## src/rtl/extmem_seq_if.sv

```systemverilog
// extmem_seq_if
//   Bundles the sequencer's run controls and SRAM/pixel-pipeline outputs.
//   master : the sequencer (drives SRAM controls and handshake pulses)
//   slave  : the system side (drives hold/endram, observes the rest)
//   Signals:
//     hold, endram          run controls into the sequencer
//     addr[ADDR_W-1:0]      SRAM address
//     rwn                   pass direction (0 write, 1 read)
//     ce_n, wr_n, oe_n      SRAM strobes, active-low
//     wr_ack, rd_valid      per-word handshake pulses
//     pass_done, busy       pass-complete pulse and activity flag
interface extmem_seq_if #(
   parameter int ADDR_W = 16
);
   logic              hold;
   logic              endram;
   logic [ADDR_W-1:0] addr;
   logic              rwn;
   logic              ce_n;
   logic              wr_n;
   logic              oe_n;
   logic              wr_ack;
   logic              rd_valid;
   logic              pass_done;
   logic              busy;

   modport master (
      input  hold, endram,
      output addr, rwn, ce_n, wr_n, oe_n, wr_ack, rd_valid, pass_done, busy
   );

   modport slave (
      output hold, endram,
      input  addr, rwn, ce_n, wr_n, oe_n, wr_ack, rd_valid, pass_done, busy
   );
endinterface

```

## src/rtl/extmem_seq.sv

```systemverilog
// extmem_seq
//   External SRAM sequencer for the frame-buffer path. Alternates a full
//   write pass and a full read pass over addresses 0..MAX_ADDR, with
//   independent write/read pointers and a strobe held low WAIT_CYC cycles
//   per word. Every output is registered and lines up with the FSM state.
//   Ports:
//     clk_out  sole clock, rising edge
//     reset_n  asynchronous active-low reset
//     bus      extmem_seq_if.master (hold/endram in, SRAM controls and
//              handshake pulses out)
//   Build option:
//     EXTMEM_SEQ_SINGLE_SHOT_EN  one write pass plus one read pass per
//                                endram assertion, then park in DONE.
//
//   state  | meaning
//   IDLE   | chip deselected, waiting for endram
//   SETUP  | ce_n low, address settling, strobes high
//   STROBE | wr_n or oe_n low for WAIT_CYC cycles
//   RECOV  | strobes high, pointer advance, wr_ack/pass_done pulses
//   DONE   | single-shot build only: both passes finished, wait endram=0
module extmem_seq #(
   parameter int ADDR_W   = 16,
   parameter int MAX_ADDR = 2**ADDR_W-1,
   parameter int WAIT_CYC = 1
) (
   input logic           clk_out,
   input logic           reset_n,
   extmem_seq_if.master  bus
);

   typedef enum logic [2:0] {
      S_IDLE   = 3'd0,
      S_SETUP  = 3'd1,
      S_STROBE = 3'd2,
      S_RECOV  = 3'd3
`ifdef EXTMEM_SEQ_SINGLE_SHOT_EN
      , S_DONE = 3'd4
`endif
   } state_t;

   localparam logic [ADDR_W-1:0] MAX_A    = ADDR_W'(MAX_ADDR);
   localparam logic [ADDR_W-1:0] PTR_ONE  = ADDR_W'(1);
   localparam logic [3:0]        CNT_LOAD = 4'(WAIT_CYC - 1);

   state_t            state, state_nxt;
   logic [3:0]        cnt, cnt_nxt;
   logic [ADDR_W-1:0] wr_ptr, wr_ptr_nxt;
   logic [ADDR_W-1:0] rd_ptr, rd_ptr_nxt;
   logic              rwn_q, rwn_nxt;
   logic              last_word;

   logic [ADDR_W-1:0] addr_q, addr_nxt;
   logic              ce_n_q, ce_n_nxt;
   logic              wr_n_q, wr_n_nxt;
   logic              oe_n_q, oe_n_nxt;
   logic              wr_ack_q, wr_ack_nxt;
   logic              rd_valid_q, rd_valid_nxt;
   logic              pass_done_q, pass_done_nxt;
   logic              busy_q, busy_nxt;

   // State, counter, pointers and output registers. hold freezes all of
   // them, so a pulse that is high when hold rises stays high.
   always_ff @(posedge clk_out or negedge reset_n) begin
      if (!reset_n) begin
         state       <= S_IDLE;
         cnt         <= 4'd0;
         wr_ptr      <= '0;
         rd_ptr      <= '0;
         rwn_q       <= 1'b0;
         addr_q      <= '0;
         ce_n_q      <= 1'b1;
         wr_n_q      <= 1'b1;
         oe_n_q      <= 1'b1;
         wr_ack_q    <= 1'b0;
         rd_valid_q  <= 1'b0;
         pass_done_q <= 1'b0;
         busy_q      <= 1'b0;
      end else if (!bus.hold) begin
         state       <= state_nxt;
         cnt         <= cnt_nxt;
         wr_ptr      <= wr_ptr_nxt;
         rd_ptr      <= rd_ptr_nxt;
         rwn_q       <= rwn_nxt;
         addr_q      <= addr_nxt;
         ce_n_q      <= ce_n_nxt;
         wr_n_q      <= wr_n_nxt;
         oe_n_q      <= oe_n_nxt;
         wr_ack_q    <= wr_ack_nxt;
         rd_valid_q  <= rd_valid_nxt;
         pass_done_q <= pass_done_nxt;
         busy_q      <= busy_nxt;
      end
   end

   // Next state, wait counter and pointer update.
   always_comb begin
      state_nxt  = state;
      cnt_nxt    = cnt;
      wr_ptr_nxt = wr_ptr;
      rd_ptr_nxt = rd_ptr;
      rwn_nxt    = rwn_q;
      last_word  = ((rwn_q ? rd_ptr : wr_ptr) == MAX_A);

      case (state)
         S_IDLE: begin
            if (bus.endram) state_nxt = S_SETUP;
         end
         S_SETUP: begin
            state_nxt = S_STROBE;
            cnt_nxt   = CNT_LOAD;
         end
         S_STROBE: begin
            if (cnt == 4'd0) state_nxt = S_RECOV;
            else             cnt_nxt   = cnt - 4'd1;
         end
         S_RECOV: begin
            // Wrap is an explicit compare so a window smaller than the
            // address space wraps at MAX_ADDR, not at the carry.
            if (rwn_q) rd_ptr_nxt = last_word ? '0 : rd_ptr + PTR_ONE;
            else       wr_ptr_nxt = last_word ? '0 : wr_ptr + PTR_ONE;
            if (last_word) rwn_nxt = ~rwn_q;
            state_nxt = bus.endram ? S_SETUP : S_IDLE;
`ifdef EXTMEM_SEQ_SINGLE_SHOT_EN
            if (last_word && rwn_q) begin
               state_nxt  = S_DONE;
               rwn_nxt    = 1'b0;
               wr_ptr_nxt = '0;
               rd_ptr_nxt = '0;
            end
`endif
         end
`ifdef EXTMEM_SEQ_SINGLE_SHOT_EN
         S_DONE: begin
            if (!bus.endram) state_nxt = S_IDLE;
         end
`endif
         default: state_nxt = S_IDLE;
      endcase
   end

   // Outputs are decoded from the next state so the registered copies
   // change on the same edge as the state they describe.
   always_comb begin
      busy_nxt      = (state_nxt == S_SETUP) || (state_nxt == S_STROBE) ||
                      (state_nxt == S_RECOV);
      ce_n_nxt      = ~busy_nxt;
      wr_n_nxt      = ~((state_nxt == S_STROBE) && !rwn_nxt);
      oe_n_nxt      = ~((state_nxt == S_STROBE) && rwn_nxt);
      rd_valid_nxt  = (state_nxt == S_STROBE) && rwn_nxt && (cnt_nxt == 4'd0);
      wr_ack_nxt    = (state_nxt == S_RECOV) && !rwn_nxt;
      addr_nxt      = rwn_nxt ? rd_ptr_nxt : wr_ptr_nxt;
      pass_done_nxt = (state_nxt == S_RECOV) && (addr_nxt == MAX_A);
   end

   assign bus.addr      = addr_q;
   assign bus.rwn       = rwn_q;
   assign bus.ce_n      = ce_n_q;
   assign bus.wr_n      = wr_n_q;
   assign bus.oe_n      = oe_n_q;
   assign bus.wr_ack    = wr_ack_q;
   assign bus.rd_valid  = rd_valid_q;
   assign bus.pass_done = pass_done_q;
   assign bus.busy      = busy_q;

endmodule

```

## src/flat_wrapper.sv

```systemverilog
// flat-port wrapper written by rule: the top's interface ports become plain ports
module extmem_seq_flat 
#(
   parameter int ADDR_W   = 16,
   parameter int MAX_ADDR = 2**ADDR_W-1,
   parameter int WAIT_CYC = 1
)
  (clk_out, reset_n, bus_hold, bus_endram, bus_addr, bus_rwn, bus_ce_n, bus_wr_n, bus_oe_n, bus_wr_ack, bus_rd_valid, bus_pass_done, bus_busy);
  extmem_seq_if #(.ADDR_W(ADDR_W)) bus_i ();
  input logic clk_out;
  input logic reset_n;
  input wire logic [$bits(bus_i.hold)-1:0] bus_hold;
  input wire logic [$bits(bus_i.endram)-1:0] bus_endram;
  output wire logic [$bits(bus_i.addr)-1:0] bus_addr;
  output wire logic [$bits(bus_i.rwn)-1:0] bus_rwn;
  output wire logic [$bits(bus_i.ce_n)-1:0] bus_ce_n;
  output wire logic [$bits(bus_i.wr_n)-1:0] bus_wr_n;
  output wire logic [$bits(bus_i.oe_n)-1:0] bus_oe_n;
  output wire logic [$bits(bus_i.wr_ack)-1:0] bus_wr_ack;
  output wire logic [$bits(bus_i.rd_valid)-1:0] bus_rd_valid;
  output wire logic [$bits(bus_i.pass_done)-1:0] bus_pass_done;
  output wire logic [$bits(bus_i.busy)-1:0] bus_busy;
  assign bus_i.hold = bus_hold;
  assign bus_i.endram = bus_endram;
  assign bus_addr = bus_i.addr;
  assign bus_rwn = bus_i.rwn;
  assign bus_ce_n = bus_i.ce_n;
  assign bus_wr_n = bus_i.wr_n;
  assign bus_oe_n = bus_i.oe_n;
  assign bus_wr_ack = bus_i.wr_ack;
  assign bus_rd_valid = bus_i.rd_valid;
  assign bus_pass_done = bus_i.pass_done;
  assign bus_busy = bus_i.busy;
  extmem_seq #(.ADDR_W(ADDR_W), .MAX_ADDR(MAX_ADDR), .WAIT_CYC(WAIT_CYC)) u_core (.clk_out(clk_out), .reset_n(reset_n), .bus(bus_i));
endmodule
```

## config.mk

```make
export PLATFORM = sky130hd
export DESIGN_NAME = extmem_seq_flat
export DESIGN_NICKNAME = d
export VERILOG_FILES = /design/src/rtl/extmem_seq_if.sv /design/src/rtl/extmem_seq.sv /design/src/flat_wrapper.sv
export SDC_FILE = /design/constraint.sdc
export NUM_CORES = 1
export LEC_CHECK = 0
export ABC_AREA = 1
export CAP_MARGIN = 0
export CORE_UTILIZATION = 40
export DETAILED_ROUTE_END_ITERATION = 10
export PLACE_DENSITY_LB_ADDON = 0.25
export SLEW_MARGIN = 0
export SYNTH_ARGS = -nofsm -noshare
export SYNTH_HDL_FRONTEND = slang
export SYNTH_SLANG_ARGS = --single-unit
```

## constraint.sdc

```tcl
create_clock -name clk_out -period 2.17 [get_ports clk_out]
set_clock_uncertainty 0.2 [all_clocks]
set_input_delay 0.434 -clock clk_out [delete_from_list [all_inputs] [get_ports clk_out]]
set_output_delay 0.434 -clock clk_out [all_outputs]
set_load 0.05 [all_outputs]
```

==> impl_metrics.json, run 1 <==
{
  "ys_seq_area_share_pct": 42.2,
  "crit_top_cell": "nand2_1",
  "max_stage_delay_ns": 0.42,
  "arrival_ns": 2.37,
  "ys_ff_latch": 63,
  "start_util_pct": 42.1,
  "violations": "negative setup slack",
  "grt_overflow": 0,
  "r2r-end": "u_core.bus.pass_done",
  "fin_crit_ns": 2.28,
  "fill_cells": 777,
  "clk_pin_slew_ns": 0.08,
  "cts-root-buf": "clkbuf_8",
  "critical_path_class": "register to register",
  "via_per_inst": 5.17,
  "diodes": 0,
  "numClockSinks": 63,
  "worst_slew_pin_slew_ns": 0.506,
  "ir_worst_vdd_mv": 0.716,
  "hold_path_startpoint": "u_core.bus.ce_n",
  "io_pins": 28,
  "grt_use_total_pct": 23.4,
  "cellLeakagePower_nw": 2.67,
  "yosys_warnings": 0,
  "slowest_stage": "dfrtp_1",
  "core_area_um2": 8890,
  "holdPathStages": 2,
  "place_hpwl_mm": 7.55,
  "crit_path_max_fanout": 5,
  "layout_commonest_cell": "nand2_1",
  "ff_latch_area_um2": 1580,
  "wire_per_inst_um": 14.9,
  "cts_tree": "yes",
  "status": "complete, but fails checks",
  "hold_viol": 0,
  "cp-start-kind": "register",
  "grt_max_degree": 70,
  "finalSetupViolations": 2,
  "syn_area_um2": 3740,
  "port_buffers": 27,
  "drc": 0,
  "grt_antenna_before_repair": 1,
  "multi_input_area_um2": 1960,
  "dieWidth_um": 98.8,
  "grt_pass1_wl_mm": 17.6,
  "dieArea_um2": 9750,
  "maxCapViolations": 0,
  "ant_nets": 0,
  "rsz0062_at_grt": "yes",
  "min_period_over_period_pct": 105,
  "drive_gt1_share_pct": 25.5,
  "drtIter0Drc": 228,
  "maxSlewViolCount": 0,
  "hold_slack_ns": 0.282,
  "drt_first_pass_iters": 5,
  "final_cell_mix": "nand2_1, buf_4, inv_1, dfrtp_1, nor2_1",
  "gp_congestion": 0.922,
  "nNetsFinal": 626,
  "worst_ep_required_time_ns": 2.26,
  "vias": 3784,
  "htree_num_levels": 3,
  "fp-row-count": 34,
  "rr_worst_depth": 13,
  "min_path_type": "register to register",
  "die_h_um": 98.8,
  "placed_cells": 703,
  "fin_setup_tns_ns": -0.135,
  "regToRegSetupSlack_ns": -0.11,
  "drt-total-wl_mm": 10.9,
  "finalPower_w": 0.00537,
  "cts_buffers": 9,
  "power.density_nw_per_um2": 1040,
  "clk_latency_ns": 0.35,
  "max_freq_mhz": 438,
  "stdcell_count": 732,
  "end_kind": "register",
  "area_growth_pct": 37.8,
  "syn_nets": 523,
  "crit_chain": "nand3_1, nor2_1, nand2_1, nor2_1, xor2_1, nand2_2, nand2_1, nand2_1, nor2_2, nand2_1, nor2_1, nand2_1, nand2_1",
  "grt_pass1_vias": 3688,
  "syn_avg_cell_area_um2": 7.26,
  "maxSlewHeadroom_pct": 66.2,
  "setup_slack_ns": -0.113,
  "synth_cell_types": 35,
  "rr_startpoint": "u_core.rd_ptr[0]",
  "hold_end": "u_core.bus.ce_n",
  "synth_cells": 516,
  "clock_path_buffers": 2
}
-- per-layer routing --
layer	wire length [um]	up-vias	track usage, %
met5	0	-	0
met4	298	0	10.6
met3	535	26	4.04
met2	5350	114	38.6
met1	4710	1786	30.0
li1	-	1858	-
-- worst max-delay path by stage --
stage                      endpoint  cells past startpoint  slack [ns]             start
2_1_floorplan  u_core.bus.pass_done                     16        0.01    u_core.bus.rwn
3_3_place_gp   u_core.bus.pass_done                     12       -0.08  u_core.wr_ptr[0]
3_5_place_dp   u_core.bus.pass_done                     12       -0.15  u_core.wr_ptr[1]
4_1_cts        u_core.bus.pass_done                     17       -0.01  u_core.wr_ptr[2]
5_1_grt        u_core.bus.pass_done                     17       -0.31  u_core.wr_ptr[1]
6_report       u_core.bus.pass_done                     13       -0.11  u_core.rd_ptr[0]
-- cells by family (layout without fill, tap and decap cells) --
| group | after synthesis | in the layout | share of synthesized area [%] |
|---|---|---|---|
| simple gates | 269 | 270 | 31.9 |
| buf+inv | 90 | 197 | 9.82 |
| compound gates | 72 | 72 | 10.7 |
| flops | 63 | 63 | 42.2 |
| xor+xnor | 19 | 19 | 4.44 |
| fa+ha+maj | 3 | 3 | 1.00 |
-- where the power goes --
| part | total, W | switching (W) | internal (W) |
|---|---|---|---|
| clock | 0.00115 | 0.000505 | 0.000648 |
| combinational | 0.00253 | 0.00151 | 0.00102 |
| sequential | 0.00168 | 0.000208 | 0.00148 |
-- critical path: cells and delay by family, from the launching register on --
kind	cells	cell delay, ns
XOR/XNOR	1	0.30
flip-flops	1	0.42
AND/OR/NAND/NOR	12	1.33
-- metrics by stage --
stage          setup slack (ns)  instance area [um2]  utilization (%)
6_report                 -0.113                 5160             58.0
5_1_grt                  -0.308                 5160             58.0
3_5_place_dp             -0.152                 4610             51.8
4_1_cts                 -0.0118                 5010             56.3
3_3_place_gp            -0.0810                 4610             51.8
2_1_floorplan            0.0131                 3750                -
-- cell usage after synthesis, drive strengths merged --
cell type | instances | share of area [%]
a21oi | 5 | 0.67
a221oi | 1 | 0.23
a22o | 1 | 0.23
a31oi | 13 | 2.2
buf | 5 | 1.2
clkbuf | 12 | 1.2
clkinv | 1 | 0.10
dfrtp | 60 | 40
dfstp | 3 | 2.1
ha | 3 | 1.0
inv | 72 | 7.3
nand2 | 157 | 17
nand3 | 40 | 5.8
nand3b | 4 | 0.80
nand4 | 7 | 1.6
nor2 | 49 | 5.4
nor3 | 11 | 1.5
o21a | 1 | 0.20
o21ai | 42 | 5.6
o21bai | 1 | 0.20
o22ai | 8 | 1.3
or2 | 1 | 0.17
xor2 | 19 | 4.4
-- area by class of cell --
type                       count  area share, %
clock inverter                 7           1.89
timing repair buffer         108           19.0
clock buffer                   9           2.40
inverter                      73           5.45
multi-input combinational    364           38.0
tap                          108           2.62
sequential                    63           30.6
-- state kept, by name, indices dropped and copies added (netlist names), 3 cells and up --
register	flops
u_core.cnt	4
u_core.rd_ptr	16
u_core.bus.addr	16
u_core.state	3
u_core.wr_ptr	16
-- what timing repair did --
item	4_1_cts	5_1_grt
resized for setup	29	28
hold endpoints to repair	19	0
pin swaps	8	4
gates cloned	1	1
hold buffers	1	0
buffers inserted	8	2
setup endpoints to repair	4	19
No activity file was read; power rests on OpenSTA's default activity.
==> inputs of run 2 (changes only) <==
--- a/config.mk
+++ b/config.mk
@@ -7,8 +7,10 @@
 export LEC_CHECK = 0
 export ABC_AREA = 1
 export CAP_MARGIN = 0
-export CORE_UTILIZATION = 40
+export CORE_MARGIN = 2
+export CORE_UTILIZATION = 30
 export DETAILED_ROUTE_END_ITERATION = 10
+export HOLD_SLACK_MARGIN = 0.03
 export PLACE_DENSITY_LB_ADDON = 0.25
 export SLEW_MARGIN = 0
 export SYNTH_ARGS = -nofsm -noshare
==> impl_metrics.json, run 2 (synthesis gave the netlist of run 1 again) <==
{
  "ff_latch_area_um2": 1580,
  "htree_num_levels": 3,
  "stdcell_count": 776,
  "numClockSinks": 63,
  "crit_top_cell": "nand2_1",
  "vias": 3536,
  "crit_chain": "inv_1, ha_1, nand2_1, nor3_1, a21oi_1, nor2_1, nand3_1, nor2_1, nand2_1, nor2_1, nand2_1, nand2_1",
  "clk_pin_slew_ns": 0.06,
  "max_freq_mhz": 462,
  "grt_pass1_vias": 3606,
  "die_h_um": 116,
  "cts_tree": "yes",
  "rr_worst_depth": 12,
  "endpoint": "u_core.bus.pass_done",
  "cts-root-buf": "clkbuf_16",
  "wire_per_inst_um": 13.5,
  "end_kind": "register",
  "dp_slack_ns": -0.138,
  "ant_nets": 0,
  "critical_path_class": "register to register",
  "regToRegSetupSlack_ns": 0.007,
  "min_period_over_period_pct": 99.7,
  "gp_congestion": 0.917,
  "maxSlewHeadroom_pct": 66.3,
  "maxSlewViolCount": 0,
  "grt_max_degree": 70,
  "startpoint": "u_core.cnt[0]",
  "fill_cells": 1287,
  "dieWidth_um": 116,
  "clock_path_buffers": 2,
  "place_hpwl_mm": 7.58,
  "placed_area_um2": 4530,
  "nNetsFinal": 610,
  "core_area_um2": 12100,
  "drt_first_pass_iters": 4,
  "grt_use_total_pct": 17.7,
  "drc": 0,
  "status": "completed",
  "clk_latency_ns": 0.34,
  "critPathTopFamily": "simple AND/OR/NAND/NOR gates",
  "layout_commonest_cell": "nand2_1",
  "min_path_type": "register to register",
  "diodes": 0,
  "grt_pass1_wl_mm": 18.2,
  "worst_slew_pin_slew_ns": 0.505,
  "slowest_stage": "dfrtp_1",
  "start_util_pct": 30.9,
  "ir_worst_vdd_mv": 0.664,
  "drt-total-wl_mm": 10.5,
  "grt_overflow": 0,
  "cts_buffers": 9,
  "cp_num_cells": 12,
  "grt_antenna_before_repair": 0,
  "maxCapViolations": 0,
  "drive_gt1_share_pct": 24.8,
  "fp-row-count": 40,
  "crit_path_max_fanout": 4,
  "port_buffers": 27,
  "dieArea_um2": 13400,
  "cellLeakagePower_nw": 2.51,
  "max_stage_delay_ns": 0.40,
  "setup_slack_ns": 0.00675,
  "io_pins": 28,
  "hold_slack_ns": 0.267,
  "worst_ep_required_time_ns": 2.24,
  "worst-path-buf-inv": 1,
  "via_per_inst": 4.56,
  "power.density_nw_per_um2": 1070,
  "drtIter0Drc": 222,
  "rr_startpoint": "u_core.cnt[0]",
  "finalPower_w": 0.00543,
  "hold_path_startpoint": "u_core.bus.ce_n",
  "placed_cells": 746,
  "arrival_ns": 2.23,
  "cp-start-kind": "register",
  "area_growth_pct": 35.7,
  "rsz0062_at_grt": "yes",
  "design_area_um2": 5080,
  "multi_input_area_um2": 1930,
  "hold_viol": 0,
  "finalSetupViolations": 0,
  "fin_crit_ns": 2.16,
  "r2r-end": "u_core.bus.pass_done",
  "final_cell_mix": "nand2_1, buf_4, inv_1, dfrtp_1, nor2_1"
}
-- run 2: changes by cell type in the layout (fill, tap and decap cells not counted), sizes merged --
cell / previous run / this run
inv: 72 / 73
dlymetal6s2s: 10 / 2
clkdlybuf4s50: 7 / 6
dlygate4sd2: 3 / 0
bufinv: 2 / 1
nand2: 158 / 157
clkinv: 4 / 3
buf: 86 / 84
-- run 2: power breakdown --
part | switching (W) | leakage (nW) | internal, W
sequential | 0.000228 | 0.797 | 0.00148
combinational | 0.00140 | 1.57 | 0.000850
clock | 0.000555 | 0.144 | 0.000913
-- run 2: metal layers --
metal	wire, um	up-vias	track usage, %
li1	-	1812	-
met2	4720	88	26.6
met3	616	12	5.13
met4	137	0	5.63
met5	0	-	0
met1	5020	1624	24.6
-- run 2: cell type report --
cell class	count	area share [%]
multi-input cells	363	38.0
repair buffers	93	15.4
flip-flops and latches	63	31.1
clock buffers	10	4.70
well taps	168	4.14
inverters	73	5.49
clock inverters	6	1.18
-- run 2: worst min-delay path, delay by kind of cell, from the launching register on --
family / cells / cell delay [ns]
DFF: 1 / 0.37
and+or+nand+nor: 2 / 0.10
-- run 2: through the flow --
step                utilization [%]  setup TNS (ns)
finish                         42.0               0
global route                   42.0          -0.531
CTS                            41.0               0
detailed placement             37.4          -0.219
global placement               37.4          -0.171
floorplan                         -               0
-- run 2: worst min-delay path by stage --
stage          slack (ns)            endpoint  cells past startpoint
4_1_cts              0.27     u_core.bus.ce_n                      2
2_1_floorplan       -0.06  u_core.bus.addr[0]                      0
3_3_place_gp         0.26     u_core.bus.ce_n                      2
3_5_place_dp         0.26     u_core.bus.ce_n                      2
5_1_grt              0.30     u_core.bus.ce_n                      2
6_report             0.27     u_core.bus.ce_n                      2
-- run 2: timing repair --
action	CTS	global route
hold endpoints to repair	60	0
pin swaps	9	11
hold buffers	1	0
gates resized for setup	17	18
endpoints found under the setup margin	3	10
setup buffers	7	6
==> inputs of run 3 (changes only) <==
==> constraint.sdc (replaced) <==
create_clock -name clk_out -period 2 [get_ports clk_out]
set_clock_uncertainty 0.2 [all_clocks]
set_input_delay 0.4 -clock clk_out [delete_from_list [all_inputs] [get_ports clk_out]]
set_output_delay 0.4 -clock clk_out [all_outputs]
set_load 0.05 [all_outputs]
==> impl_metrics.json, run 3 (synthesis gave the netlist of run 1 again) <==
{
  "ff_latch_area_um2": 1580,
  "arrival_ns": 2.28,
  "final_cell_mix": "buf_4, nand2_1, inv_1, dfrtp_1, o21ai_0",
  "drtIter0Drc": 138,
  "port_buffers": 27,
  "grt_max_degree": 57,
  "clock_path_buffers": 2,
  "pwr-share-comb_pct": 48.4,
  "grtUsageMet2_pct": 31.0,
  "grt_use_total_pct": 18.8,
  "nNetsFinal": 700,
  "crit_top_cell": "nand2_1",
  "stdcell_count": 866,
  "startpoint": "u_core.wr_ptr[1]",
  "finalPower_w": 0.00690,
  "io_pins": 28,
  "layout_commonest_cell": "buf_4",
  "power_frac_seq_pct": 26.8,
  "grt-busiest-layer": "met2",
  "dieWidth_um": 116,
  "r2r-end": "u_core.bus.pass_done",
  "rr_startpoint": "u_core.wr_ptr[1]",
  "wire_per_inst_um": 13.4,
  "rr_worst_depth": 14,
  "power_frac_clock_pct": 24.8,
  "cts_buffers": 9,
  "gp_congestion": 0.885,
  "finalSetupViolations": 11,
  "place_hpwl_mm": 8.13,
  "drt_first_pass_iters": 4,
  "grt_pass1_vias": 4030,
  "crit_chain": "buf_4, nand3_2, nor2_2, nand2_1, nor2_4, nand2_1, nand2_1, nand2_1, nand3b_1, nand2_1, nand2_2, nor3_1, nand2_1, nand2_1",
  "max_stage_delay_ns": 0.42,
  "hold_slack_ns": 0.288,
  "die_h_um": 116,
  "grt_overflow": 0,
  "core_area_um2": 12100,
  "p_int_w": 0.00425,
  "drt-total-wl_mm": 11.6,
  "placed_area_um2": 5090,
  "clk_latency_ns": 0.35,
  "min_path_type": "input port to asynchronous set/reset pin",
  "htree_num_levels": 3,
  "fp-row-count": 40,
  "grt_antenna_before_repair": 0,
  "ir_worst_vdd_mv": 0.662,
  "placed_cells": 819,
  "worst_ep_required_time_ns": 2.09,
  "maxSlewViolCount": 0,
  "ant_nets": 0,
  "cts_tree": "yes",
  "vias": 3919,
  "grt_pass1_wl_mm": 19.4,
  "fill_cells": 1221,
  "critical_path_class": "register to register",
  "maxCapViolations": 0,
  "dieArea_um2": 13400,
  "clk_pin_slew_ns": 0.06,
  "worst_slew_pin_slew_ns": 0.348,
  "use_met1_pct": 23.7,
  "cts-root-buf": "clkbuf_16",
  "power_switching_w": 0.00265,
  "cp-start-kind": "register",
  "max_freq_mhz": 456,
  "numClockSinks": 63,
  "diodes": 0,
  "via_per_inst": 4.53,
  "drc": 0,
  "area_growth_pct": 61.4,
  "swShare_pct": 38.5,
  "maxSlewHeadroom_pct": 76.8,
  "min_period_over_period_pct": 110,
  "hold_viol": 0,
  "start_util_pct": 30.9,
  "end_kind": "register",
  "cellLeakagePower_nw": 2.99,
  "status": "complete, but fails checks",
  "regToRegSetupSlack_ns": -0.19,
  "grtUsageMet3_pct": 5.23,
  "rsz0062_at_grt": "yes",
  "power.density_nw_per_um2": 1140,
  "violations": "negative setup slack",
  "fin_crit_ns": 2.19,
  "endpoint": "u_core.bus.pass_done",
  "drive_gt1_share_pct": 42.0,
  "setup_slack_ns": -0.193,
  "design_area_um2": 6040,
  "slowest_stage": "dfrtp_1",
  "multi_input_area_um2": 2160,
  "crit_path_max_fanout": 4
}
## run 3: cell types whose count changed in the layout (fill, tap and decap cells not counted), moves of 5 or more
cell	before	now
o21ai_2	1	7
nor2_4	6	12
buf_4	77	163
nand3_1	34	29
nand2_2	8	18
inv_1	64	59
nand2_1	146	134
buf_6	2	10
nor2_1	39	28
nor2_2	4	9
## run 3: area by class of cell
type / count / area share [%]
Inverter: 73 / 4.74
Multi-Input combinational cell: 363 / 35.7
Clock buffer: 12 / 4.08
Tap cell: 168 / 3.48
Sequential cell: 63 / 26.2
Timing Repair Buffer: 183 / 24.7
Clock inverter: 4 / 1.16
## run 3: what timing repair did
action                                 4_1_cts  5_1_grt
pin swaps                                   34       32
setup endpoints to repair                   13       38
endpoints found under the hold margin       10        0
hold buffers                                 1        0
buffers inserted                            22       17
gates resized for setup                     39       66
gates cloned                                 0        0
## run 3: worst min-delay path by stage
stage,start,to,slack [ns],cells past startpoint
floorplan,reset_n,u_core.bus.addr[0],-0.1,0
global placement,reset_n,u_core.bus.rd_valid,0.12,1
detailed placement,reset_n,u_core.bus.rd_valid,0.13,1
CTS,reset_n,u_core.bus.rd_valid,0.29,2
global route,u_core.bus.addr[9],u_core.bus.addr[9],0.31,2
finish,reset_n,u_core.bus.addr[3],0.29,2
## run 3: power by group through the flow
stage | Clock (W) | Sequential (W) | Combinational [W]
2_1_floorplan | 0 | 0.00228 | 0.00104
3_3_place_gp | 0 | 0.00184 | 0.00279
3_5_place_dp | 0 | 0.00185 | 0.00281
4_1_cts | 0.00175 | 0.00183 | 0.00304
5_1_grt | 0.00181 | 0.00189 | 0.00364
6_report | 0.00171 | 0.00185 | 0.00334
## run 3: worst max-delay path, delay by kind of cell, from the launching register on
kind	cells	cell delay, ns
AND/OR/NAND/NOR	13	1.34
flip-flops	1	0.42
buffers and inverters	1	0.15
## run 3: per-stage QoR
stage	setup slack (ns)	setup TNS, ns	util, %
after detailed placement	-0.291	-1.19	42.0
final	-0.193	-0.712	49.9
after CTS	-0.146	-0.756	47.3
after global routing	-0.336	-3.03	49.9
after global placement	-0.286	-0.994	42.0
after floorplan	-0.155	-0.184	-
## run 3: routing by layer
layer	routed length, um	vias to the layer above
li1	-	2015
met1	5290	1810
met2	5670	75
met3	429	19
met4	225	0
met5	0	-
